--- src/rtl/cpu_defs_pkg.sv ---
// Shared CPU datapath constants and encodings for the write-back / register-file slice.
package cpu_defs_pkg;

  localparam int DATA_W = 32;
  localparam int ADDR_W = 5;
  localparam int NREG   = 1 << ADDR_W;

  localparam logic [DATA_W-1:0] ZERO_WORD = '0;
  localparam logic [ADDR_W-1:0] REG_ZERO  = 5'd0;

  typedef enum logic {
    WE_DIS = 1'b0,
    WE_EN  = 1'b1
  } we_e;

endpackage

--- src/rtl/wb_regfile_hilo_reg.sv ---
// HI/LO register pair: asynchronous clear, both halves loaded together when we is set.
module hilo_reg #(
  parameter int DATA_W = cpu_defs_pkg::DATA_W
) (
  input  logic              clk,
  input  logic              reset_n,
  input  logic              we,
  input  logic [DATA_W-1:0] hi_d,
  input  logic [DATA_W-1:0] lo_d,
  output logic [DATA_W-1:0] hi_q,
  output logic [DATA_W-1:0] lo_q
);

  always_ff @(posedge clk or negedge reset_n) begin
    if (!reset_n) begin
      hi_q <= '0;
      lo_q <= '0;
    end else if (we) begin
      hi_q <= hi_d;
      lo_q <= lo_d;
    end
  end

endmodule

--- src/rtl/wb_regfile.sv ---
// Write-back stage: MEM/WB latch, 32-entry GPR file (r0 = 0), HI/LO pair and two read ports.
// Define REGFILE_BYPASS_EN to forward the pending MEM/WB write onto the read ports and HI/LO outputs.
module wb_regfile #(
  parameter int DATA_W = cpu_defs_pkg::DATA_W,
  parameter int ADDR_W = cpu_defs_pkg::ADDR_W,
  parameter int NREG   = cpu_defs_pkg::NREG
) (
  input  logic              clk,
  input  logic              reset_n,
  input  logic              mem_we,
  input  logic [ADDR_W-1:0] mem_waddr,
  input  logic [DATA_W-1:0] mem_wdata,
  input  logic              mem_whilo,
  input  logic [DATA_W-1:0] mem_hi,
  input  logic [DATA_W-1:0] mem_lo,
  input  logic              wb_stall,
  input  logic              re1,
  input  logic [ADDR_W-1:0] raddr1,
  input  logic              re2,
  input  logic [ADDR_W-1:0] raddr2,
  output logic [DATA_W-1:0] rdata1,
  output logic [DATA_W-1:0] rdata2,
  output logic [DATA_W-1:0] hi_o,
  output logic [DATA_W-1:0] lo_o
);

  import cpu_defs_pkg::*;

  logic              wb_we;
  logic [ADDR_W-1:0] wb_waddr;
  logic [DATA_W-1:0] wb_wdata;
  logic              wb_whilo;
  logic [DATA_W-1:0] wb_hi;
  logic [DATA_W-1:0] wb_lo;

  logic [DATA_W-1:0] gpr [NREG];
  logic [DATA_W-1:0] hi_q;
  logic [DATA_W-1:0] lo_q;

  // A stall only kills the enables, so a stalled entry can never commit twice.
  // NOTE: sequential state uses non-blocking assignments so every flop samples pre-edge values.
  always_ff @(posedge clk or negedge reset_n) begin
    if (!reset_n) begin
      wb_we    <= WE_DIS;
      wb_waddr <= '0;
      wb_wdata <= '0;
      wb_whilo <= WE_DIS;
      wb_hi    <= '0;
      wb_lo    <= '0;
    end else if (wb_stall) begin
      wb_we    <= WE_DIS;
      wb_whilo <= WE_DIS;
    end else begin
      wb_we    <= mem_we;
      wb_waddr <= mem_waddr;
      wb_wdata <= mem_wdata;
      wb_whilo <= mem_whilo;
      wb_hi    <= mem_hi;
      wb_lo    <= mem_lo;
    end
  end

  // NOTE: the GPR array is deliberately reset, so it maps to flops rather than a RAM macro.
  always_ff @(posedge clk or negedge reset_n) begin
    if (!reset_n) begin
      for (int i = 0; i < NREG; i++) gpr[i] <= '0;
    end else if (wb_we == WE_EN && wb_waddr != REG_ZERO) begin
      gpr[wb_waddr] <= wb_wdata;
    end
  end

  hilo_reg #(.DATA_W(DATA_W)) u_hilo (
    .clk     (clk),
    .reset_n (reset_n),
    .we      (wb_whilo),
    .hi_d    (wb_hi),
    .lo_d    (wb_lo),
    .hi_q    (hi_q),
    .lo_q    (lo_q)
  );

  logic              re_v    [2];
  logic [ADDR_W-1:0] raddr_v [2];
  logic [DATA_W-1:0] rdata_v [2];

  assign re_v[0]    = re1;
  assign re_v[1]    = re2;
  assign raddr_v[0] = raddr1;
  assign raddr_v[1] = raddr2;
  assign rdata1     = rdata_v[0];
  assign rdata2     = rdata_v[1];

  // NOTE: every always_comb output gets a default first so no path can infer a latch.
  always_comb begin
    for (int k = 0; k < 2; k++) begin
      rdata_v[k] = ZERO_WORD;
      if (re_v[k] && raddr_v[k] != REG_ZERO) begin
        rdata_v[k] = gpr[raddr_v[k]];
`ifdef REGFILE_BYPASS_EN
        if (wb_we == WE_EN && wb_waddr == raddr_v[k]) rdata_v[k] = wb_wdata;
`endif
      end
    end
  end

`ifdef REGFILE_BYPASS_EN
  assign hi_o = wb_whilo ? wb_hi : hi_q;
  assign lo_o = wb_whilo ? wb_lo : lo_q;
`else
  assign hi_o = hi_q;
  assign lo_o = lo_q;
`endif

endmodule

--- config.mk ---
export PLATFORM = sky130hd
export DESIGN_NAME = wb_regfile
export DESIGN_NICKNAME = d
export VERILOG_FILES = /design/src/rtl/cpu_defs_pkg.sv /design/src/rtl/wb_regfile_hilo_reg.sv /design/src/rtl/wb_regfile.sv
export SDC_FILE = /design/constraint.sdc
export NUM_CORES = 2
export LEC_CHECK = 0
export BUFFER_PORTS_ARGS = -buffer_cell sky130_fd_sc_hd__buf_2
export CORE_MARGIN = 5
export CORE_UTILIZATION = 50
export CTS_CLUSTER_SIZE = 16
export DETAILED_ROUTE_END_ITERATION = 8
export GPL_ROUTABILITY_DRIVEN = 0
export PLACE_DENSITY = 0.66
export RECOVER_POWER = 100
export SYNTH_ARGS = -nofsm -noshare
export SYNTH_HDL_FRONTEND = slang
export SYNTH_SLANG_ARGS = --single-unit
--- constraint.sdc ---
create_clock -name clk -period 3.3 [get_ports clk]
set_clock_uncertainty 0.15 [all_clocks]
set_input_delay 0.495 -clock clk [delete_from_list [all_inputs] [get_ports clk]]
set_output_delay 0.495 -clock clk [all_outputs]
set_load 0.005 [all_outputs]
==> metrics.md <==
| Metric | Value |
|---|---|
| Site Rows | `128` |
| Status | `finished, violations left` |
| Total CTS buffers | `134` |
| Core area | `0.122 mm^2` |
| Post-Place Cells | `6,005` |
| Final Util | `0.584` |
| Sequential area share after synthesis | `0.484` |
| Clock latency on the worst-skew pair | `0.76 ns` |
| Slew @ Worst Pin | `2.02 ns` |
| Antenna violations before repair | `6` |
| Main synth FF type | `dfrtp_1` |
| Final wirelength | `199 mm` |
| Ys Warns | `0` |
| CP max stage cell | `nor3b_1` |
| Top post-synthesis cells by area | `dfrtp_1, mux2_2, mux2i_1` |
| CP Cell Sequence | `clkbuf_4, nor3b_1, nand2_2, clkbuf_4, mux2_2` |
| Final cell count without fillers | `6,351` |
| First-pass iteration count of the detailed router | `7` |
| Pwr dens | `607 mW/mm^2` |
| Commonest cells in the netlist | `mux2_2, dfrtp_1, mux2i_1` |
| Routed WL per cell | `31.3 um` |
| Clk root buf | `clkbuf_16` |
| Worst Path Buf+Inv | `2` |
| Hold path endpoint | `wb_hi[31]` |
| Crit path DAT | `3.91 ns` |
| Cell area after layout | `0.0713 mm^2` |
| CTS clk-pin slew, worst paths | `0.06 ns` |
| Most used cell, CP | `clkbuf_4` |
| Failing checks | `capacitance limit, slew limit, setup timing` |
| Buffers on Ports | `245` |
| Cell count after synthesis | `4,304` |
| CP Capture Type | `flop` |
| Drt initial violations | `3,671` |
| Worst EP required | `3.78 ns` |
| Post-DP HPWL | `125 mm` |
| Die H | `361 um` |
| Crit path launch type | `flop` |
| Clk network pwr share | `0.342` |
| Setup TNS | `-5.94 ns` |
| GRT overflow | `0` |
| Final Hold Fails | `0` |
| MaxCap Viol Count | `7` |
| Critical R2R Launch | `wb_waddr[4]` |
| Final setup vio count | `70` |
| Largest net degree at the start of global routing | `156` |
| CP Max Fanout | `21` |
| First-pass GRT wire length | `293 mm` |
| RSZ-0062 raised after global routing | `yes` |
| Final Slew Violations | `87` |
| Vias per cell | `6.52` |
| Worst r2r dst | `gpr[459]` |
| Synth unique cells | `36` |
| Hold path depth | `2` |
| Total GRT Usage | `0.301` |
| Post-Syn Area | `0.0616 mm^2` |
| Comb power frac | `0.196` |
| Fillers | `9,804` |
| Share of cells above drive strength 1 | `0.454` |
| Worst R2R Setup Slack | `-0.13 ns` |
| Via count of the first global-routing pass | `42,500` |
| Die area | `0.130 mm^2` |
| Slew headroom | `-0.344` |
| I/O pins | `246` |
| Pleak | `33.2 nW` |
| DP Area | `0.0661 mm^2` |
| Area Overhead vs Synth | `15.8%` |
| Largest area contributor in the netlist | `dfrtp_1` |
| Peak VDD IR | `0.522 mV` |
| Hold Path Origin | `wb_stall` |
| Starting Density | `0.505` |
| EDFF count, synth | `0` |
| Fraction of power spent switching nets | `0.280` |
| CTS max path bufs | `3` |
| Chip Width | `361 um` |
| Cell family with most CP delay | `simple AND/OR/NAND/NOR gates` |
| Critical path class | `flop to flop` |
| Final ANT Viol Nets | `0` |
| Area fraction of the dominant cell type after synthesis | `0.484` |
| Net Switching | `12.1 mW` |
| Setup WS post-layout | `-0.131 ns` |
| Syn nets | `4,422` |
| Final Cycle Share | `1.04` |
| Sequential share of power | `0.461` |
| Max Freq | `291 MHz` |
| CTS H-tree depth | `4` |
| Worst R2R Path Depth | `5` |
| TritonCTS clock tree | `done` |
| Total power | `43.3 mW` |
| Min Clock Period, post-route | `3.43 ns` |
| Final #Nets | `4,740` |
| Routed via count | `41,400` |
| Yosys reg bits | `1,191` |
| Syn_area_per_cell | `14.3 um^2` |
| Async SR Flop Fraction | `1.00` |
| DRC | `0` |
| Most common cell in the synthesized netlist | `mux2_2` |
| Max stage delay on crit path | `1.24 ns` |
| Hold crit path type | `input port to flop` |
| P_int | `31.1 mW` |
| Number of clock sinks | `1,191` |
-- sequential cells by signal, summed over array words and instances, names as in the netlist --
signal	count
gpr	1024
u_hilo.hi_q	32
u_hilo.lo_q	32
wb_hi	32
wb_lo	32
wb_waddr	5
wb_wdata	32
wb_we	1
wb_whilo	1
-- how the worst max path moves through the flow --
stage	slack (ns)	depth (start not counted)	endpoint	start
after detailed placement	-0.20	7	rdata1[11]	raddr1[1]
after CTS	-0.14	6	rdata2[30]	gpr[222]
final	-0.13	5	gpr[459]	wb_waddr[4]
after global placement	-0.21	7	rdata1[11]	raddr1[1]
after global routing	-0.08	5	rdata2[30]	gpr[222]
after floorplan	0.72	6	rdata1[14]	raddr1[0]
-- layer usage --
layer	GRT usage	vias to the layer above	routed length, um
met5	0	-	41
met4	0.105	6	7930
met3	0.0770	450	17300
met2	0.467	1817	90800
met1	0.415	22000	82500
li1	-	17100	-
-- power groups by stage --
stage               sequential [mW]  combinational (mW)  clock, mW
global route                   20.4                9.15       15.7
CTS                            19.9                8.47       15.0
floorplan                      19.2                6.20          0
finish                         20.0                8.50       14.8
global placement               19.9                8.07          0
detailed placement             20.1                8.25          0
-- worst register-to-register path: stages, from the launching register on --
cell	delay, ns
dfrtp_1	0.62
clkbuf_4	0.24
nor3b_1	1.24
nand2_2	0.14
clkbuf_4	0.49
mux2_2	0.42
-- logic make-up after synthesis --
group	synth area share
AOI/OAI and AO/OA	0.0515
and+or+nand+nor	0.0209
buffers and inverters	0.0373
DFF	0.484
muxes	0.407
-- layout make-up --
class	instances	area (um^2)	area share
Multi-Input combinational cell	2639	30000	0.420
Tap cell	1625	2030	0.0285
Sequential cell	1191	29800	0.418
Timing Repair Buffer	654	5180	0.0727
Clock buffer	195	3880	0.0544
Antenna cell	4	10.0	0.000140
Clock inverter	41	424	0.00595
Inverter	2	7.51	0.000105
-- what timing repair did --
action                     4_1_cts  5_1_grt
setup endpoints to repair       19       24
hold endpoints to repair       568        0
resized for setup               37       41
buffers inserted                 4        3
hold buffers                   104        0
pin swaps                        7       15
gates cloned                     0        1
-- placed cells by master (no fill, tap or decap), types with 13 or more instances in the layout --
cell,Yosys,final
mux4_1,108,96
nand4_1,64,64
mux4_2,148,160
dlygate4sd3_1,0,104
a211oi_1,64,51
a21oi_1,64,64
clkbuf_8,0,22
mux2i_1,512,512
clkbuf_1,258,123
clkbuf_16,0,139
a22oi_1,64,64
dfrtp_1,1191,1191
a221oi_2,32,41
nand2_2,0,13
mux2_2,1213,1199
a221oi_1,32,14
buf_4,66,160
clkinv_2,0,22
nand2_1,146,133
buf_12,0,60
buf_2,89,171
o221ai_1,128,128
clkbuf_2,0,44
-- metrics by stage --
stage                     hold WS, ns  setup WS [ns]
after floorplan                0.0494          0.716
after global placement          0.209         -0.212
after detailed placement        0.214         -0.201
after CTS                      0.0133         -0.136
after global routing           0.0906        -0.0806
final                          0.0921         -0.131
Note: power is estimated with default switching activity, not from simulation.
